[config.mk]
export PLATFORM = sky130hd
export DESIGN_NAME = rng_arbiter
export DESIGN_NICKNAME = d
export VERILOG_FILES = /design/src/rtl/rng_pkg.sv /design/src/rtl/rr_pick.sv /design/src/rtl/rng_arbiter.sv
export SDC_FILE = /design/constraint.sdc
export NUM_CORES = 1
export LEC_CHECK = 0
export CORE_MARGIN = 3
export CORE_UTILIZATION = 40
export CTS_BUF_LIST = sky130_fd_sc_hd__clkbuf_2
export DETAILED_ROUTE_END_ITERATION = 8
export PLACE_DENSITY = 0.71
export RECOVER_POWER = 100
export SYNTH_ARGS = -nofsm -noshare
export SYNTH_HDL_FRONTEND = slang
export SYNTH_HIERARCHICAL = 1
export SYNTH_SLANG_ARGS = --single-unit
[constraint.sdc]
create_clock -name clk -period 4.14 [get_ports clk]
set_input_delay 0.414 -clock clk [delete_from_list [all_inputs] [get_ports clk]]
set_output_delay 0.414 -clock clk [all_outputs]
set_load 0.02 [all_outputs]
[src/rtl/rng_pkg.sv]
// rng_pkg: shared definitions for the random-number arbiter.
//   - RNG_W          : width of the shared LFSR word
//   - STEPS_DEFAULT  : default number of LFSR advances per grant
//   - state_t        : arbiter FSM encoding (IDLE=0, STEP=1, CAPTURE=2, DONE=3)
package rng_pkg;

  localparam int RNG_W         = 32;
  localparam int STEPS_DEFAULT = 8;

  typedef enum logic [1:0] {
    ST_IDLE    = 2'd0,
    ST_STEP    = 2'd1,
    ST_CAPTURE = 2'd2,
    ST_DONE    = 2'd3
  } state_t;

endpackage

[src/rtl/rr_pick.sv]
// rr_pick: combinational round-robin priority select.
// Searches req starting at ptr and wrapping modulo N; reports whether any
// bit is set and the index of the first one found.
//   req [N-1:0] in  : request vector
//   ptr [W-1:0] in  : highest-priority index this round (must be < N)
//   any         out : req != 0
//   idx [W-1:0] out : selected index (0 when any=0)
// Shared with the other resource arbiters (sound, sprite DMA).
module rr_pick #(
  parameter int N = 4,
  parameter int W = 2
) (
  input  logic [N-1:0] req,
  input  logic [W-1:0] ptr,
  output logic         any,
  output logic [W-1:0] idx
);

  logic [W-1:0] j;

  // Walk from the lowest priority position back to ptr so the last hit,
  // which is the one closest to ptr, wins.
  always_comb begin
    any = 1'b0;
    idx = '0;
    j   = '0;
    for (int k = N - 1; k >= 0; k--) begin
      j = W'((int'(ptr) + k) % N);
      if (req[j]) begin
        any = 1'b1;
        idx = j;
      end
    end
  end

endmodule

[src/rtl/rng_arbiter.sv]
// rng_arbiter: shares one external 32-bit LFSR among N_REQ requesters.
// A round-robin winner is chosen in IDLE, the LFSR is stepped STEPS times,
// the LFSR word is captured and handed out with a one-cycle grant pulse.
//
// Handshake: req is a level request. A transaction, once started, always
// finishes with gnt/rnd_valid high for exactly one cycle; rnd_data is valid
// in that cycle and holds until the next capture. Requesters drop req on the
// edge that ends the grant cycle. Requests are only sampled in IDLE.
//
// Ports:
//   clk, rst            : clock, asynchronous active-high reset
//   req      [N_REQ-1:0]: per-requester level request
//   gnt      [N_REQ-1:0]: one-hot grant pulse
//   rnd_data [31:0]     : captured random word
//   rnd_valid           : |gnt
//   busy                : high outside IDLE
//   lfsr_en             : step enable to the LFSR
//   lfsr_out [31:0]     : current LFSR state
//
// Build option: RNG_FREERUN_EN -- when defined the LFSR runs in every state
// except CAPTURE (player-timing dependent output); when undefined it only
// runs in STEP, giving a sequence that is deterministic from LFSR reset.
module rng_arbiter
  import rng_pkg::*;
#(
  parameter int N_REQ = 4,
  parameter int STEPS = STEPS_DEFAULT,
  parameter int CNT_W = 8
) (
  input  logic             clk,
  input  logic             rst,
  input  logic [N_REQ-1:0] req,
  output logic [N_REQ-1:0] gnt,
  output logic [RNG_W-1:0] rnd_data,
  output logic             rnd_valid,
  output logic             busy,
  output logic             lfsr_en,
  input  logic [RNG_W-1:0] lfsr_out
);

  localparam int IDX_W = $clog2(N_REQ);

  state_t           state;
  logic [IDX_W-1:0] ptr;
  logic [IDX_W-1:0] idx;
  logic [CNT_W-1:0] cnt;
  logic             pick_any;
  logic [IDX_W-1:0] pick_idx;

  rr_pick #(
    .N (N_REQ),
    .W (IDX_W)
  ) u_pick (
    .req (req),
    .ptr (ptr),
    .any (pick_any),
    .idx (pick_idx)
  );

  always_ff @(posedge clk or posedge rst) begin
    if (rst) begin
      state     <= ST_IDLE;
      ptr       <= '0;
      idx       <= '0;
      cnt       <= '0;
      gnt       <= '0;
      rnd_valid <= 1'b0;
      rnd_data  <= '0;
    end else begin
      case (state)
        ST_IDLE: begin
          if (pick_any) begin
            idx   <= pick_idx;
            cnt   <= CNT_W'(STEPS - 1);
            state <= ST_STEP;
          end
        end
        ST_STEP: begin
          // cnt starts at STEPS-1, so STEP lasts exactly STEPS cycles.
          if (cnt == '0) begin
            state <= ST_CAPTURE;
          end else begin
            cnt <= cnt - 1'b1;
          end
        end
        ST_CAPTURE: begin
          rnd_data  <= lfsr_out;
          gnt       <= N_REQ'(1) << idx;
          rnd_valid <= 1'b1;
          ptr       <= (idx == IDX_W'(N_REQ - 1)) ? '0 : idx + 1'b1;
          state     <= ST_DONE;
        end
        ST_DONE: begin
          gnt       <= '0;
          rnd_valid <= 1'b0;
          state     <= ST_IDLE;
        end
        default: state <= ST_IDLE;
      endcase
    end
  end

  assign busy = (state != ST_IDLE);

`ifdef RNG_FREERUN_EN
  // Gated by rst so the enable is low while the block is held in reset.
  assign lfsr_en = (state != ST_CAPTURE) && !rst;
`else
  assign lfsr_en = (state == ST_STEP);
`endif

endmodule

==> impl_metrics.tcl <==
set metrics [dict create \
    cp-endpoint "rnd_data[10]" \
    hold_buffers 0 \
    dp_cells 326 \
    violations "max-capacitance violations, max-slew violations" \
    die_h_um 82.7 \
    grt_pass1_vias 1621 \
    fin_setup_tns_ns 0 \
    rsz0062_at_grt "no" \
    syn-cell-area_um2 2350 \
    grt_first_pass_wirelength_um 7450 \
    finalMaxSlewViolations 93 \
    setup.worst_path.class "flip-flop to flip-flop" \
    arrival_ns 2.90 \
    power.share.switching_pct 39.8 \
    fin_crit_sh_pct 61.8 \
    crit_slowest_cell "ha_1" \
    path_cells "inv_1, ha_1, mux2_2" \
    p_int_mw 1.41 \
    p_switching_uw 928 \
    rows 27 \
    cp-start-kind "flip-flop" \
    min_period_ns 2.56 \
    synth_seq_cells 51 \
    vias 1674 \
    clkPwrFrac_pct 9.0 \
    drtIter0Drc 71 \
    drtAntennaViolNets 0 \
    num_io_pins 77 \
    worstHoldStart "rnd_data[14]" \
    cts_made_buffers 5 \
    final_cell_mix "51 x dfrtp_1, 40 x dlygate4sd3_1, 36 x clkdlybuf4s50_1" \
    diodes 0 \
    fin_skew_ns 0.0244 \
    path_clk_slew_ns 0.27 \
    drcViolationCount 0 \
    avgRoutedWirePerCell_um 13.6 \
    htree_levels 2 \
    routed_wl_um 4560 \
    track_usage_pct 14.2 \
    crit_path_start "state[0]" \
    r2r_start "state[0]" \
    r2r_setup_slack_ns 1.58 \
    r2r_end "rnd_data[10]" \
    stdcell_count 334 \
    setup_viol 0 \
    grt_max_degree 52 \
    vias_per_cell 5.01 \
    cts_setup_buffers 0 \
    io_buffers 76 \
    coreArea_um2 5610 \
    clock-root-buffer "clkbuf_2" \
    drive_gt1_share_pct 16.0 \
    die_x_um 82.7 \
    synth_nets 232 \
    first_pass_iters 4 \
    synth.distinct_cells 32 \
    grt_overflow 0 \
    worstSkewPairLatency_ns 0.43 \
    placed_cell_area_um2 3180 \
    max_stage_delay_ns 1.43 \
    die_area_um2 6840 \
    final_nets 310 \
    seq_power_share_pct 36.0 \
    p_leak_nw 1.39 \
    antenna_found_initial 0 \
    mostFrequentLayoutCell "dfrtp_1" \
    finalInstanceArea_um2 3190 \
    hpwlAfterDp_um 3290 \
    initial_core_util_pct 42.0 \
    clockBufferDepth 2 \
    tightest_slew_ns 1.93 \
    end_kind "flip-flop" \
    synth-seq-area-share_pct 54.2 \
    drv_cap 2 \
    synth.avg_cell_area_um2 12.9 \
    reg2regPathDepth 3 \
    fmax_ghz 0.391 \
    synth_cells 183 \
    ir_worst_vdd_v 0.000354 \
    postCtsResizedCells 0 \
    combPwrFrac_pct 55.1 \
    yosysWarnings 6 \
    finalHoldViolCount 0 \
    gp_congestion 0.823 \
    clock_sinks 51 \
    power.total_mw 2.33 \
    cts_tree "yes" \
    area_delta_synth_final_pct 35.6 \
    p_per_area_nw_per_um2 731 \
    max-slew-margin-rel_pct -29.1 \
    status "complete, but fails checks" \
    critPathMaxFanout 40 \
    cp.required_ns 4.48 \
    hp-class "flip-flop to flip-flop" \
]
## registers in the layout, indices dropped and copies added, names as in the netlist
register	count
rnd_data	32
rnd_valid	1
cnt	8
gnt	4
ptr	2
state	2
idx	2
## cells by family after synthesis
family | Yosys count | share of synthesized area (%)
AOI/OAI and AO/OA | 16 | 5.84
adders and majority gates | 11 | 5.84
buffers and inverters | 15 | 2.71
DFF | 51 | 54.2
muxes | 46 | 21.7
and+or+nand+nor | 44 | 9.67
## per-layer routing
layer | global-route usage [%] | share of wire (%) | vias up
met5 | 0 | 0 | -
met4 | 3.92 | 1.4 | 0
met3 | 4.34 | 5.6 | 5
met2 | 23.5 | 49 | 39
li1 | - | - | 799
met1 | 18.1 | 44 | 831
## per-stage QoR
step | setup WS, ns | hold slack (ns) | utilization, %
2_1_floorplan | 2.24 | 0.497 | -
3_3_place_gp | 2.03 | 0.467 | 56.7
3_5_place_dp | 1.97 | 0.479 | 56.7
4_1_cts | 1.70 | 0.518 | 57.6
5_1_grt | 1.37 | 0.497 | 56.9
6_report | 1.58 | 0.520 | 56.9
## area by class of cell
cell class | instances | area [um^2]
multi-input cells | 117 | 981
well taps | 72 | 90.1
fillers | 503 | 2410
flip-flops and latches | 51 | 1280
inverters | 10 | 37.5
clock inverters | 2 | 17.5
clock buffers | 6 | 30.0
repair buffers | 76 | 761
## critical path, delay by kind of cell (launching register included)
kind / cells / cell delay (ns)
buffers and inverters: 1 / 0.14
multiplexers: 1 / 0.44
adder cells (fa/ha/maj): 1 / 1.43
flip-flops: 1 / 0.46
## worst min path at each step
stage | cells past startpoint | endpoint
3_3_place_gp | 1 | rnd_data[13]
5_1_grt | 2 | rnd_data[12]
2_1_floorplan | 2 | cnt[1]
6_report | 1 | rnd_data[14]
4_1_cts | 2 | rnd_data[31]
3_5_place_dp | 1 | rnd_data[31]
## cell usage after synthesis
library cell  instances  area [um^2]
mux2_4                1         15.0
nand4b_1              2         17.5
o211ai_1              1         7.51
a21oi_1               4         20.0
inv_1                10         37.5
mux2_2               31          349
a211oi_2              1         12.5
o41a_1                1         11.3
o41ai_4               1         27.5
a311oi_1              1         8.76
buf_1                 3         11.3
nand2b_1              5         31.3
buf_6                 1         11.3
nor3_4                1         16.3
a211oi_1              1         7.51
o21ai_2               1         8.76
clkbuf_1              1         3.75
mux2i_1               8         80.1
nor2_1               18         67.6
nand3_1               4         20.0
mux2_1                6         67.6
ha_1                 11          138
nand2_1               7         26.3
or2_2                 2         12.5
o41ai_1               1         8.76
nor3b_1               1         7.51
dfrtp_1              51         1280
or3_1                 1         6.26
or4_1                 3         22.5
o31ai_1               2         15.0
o21ai_1               1         5.00
o21ai_0               1         5.00
## power groups by stage
stage          logic [mW]  registers [mW]  clock network [mW]
6_report             1.28           0.839               0.209
5_1_grt              1.39           0.876               0.239
4_1_cts              1.39           0.853               0.222
3_5_place_dp         1.39           0.863                   0
3_3_place_gp         1.38           0.857                   0
2_1_floorplan       0.626            1.08                   0
(Power assumes the default switching activity.)
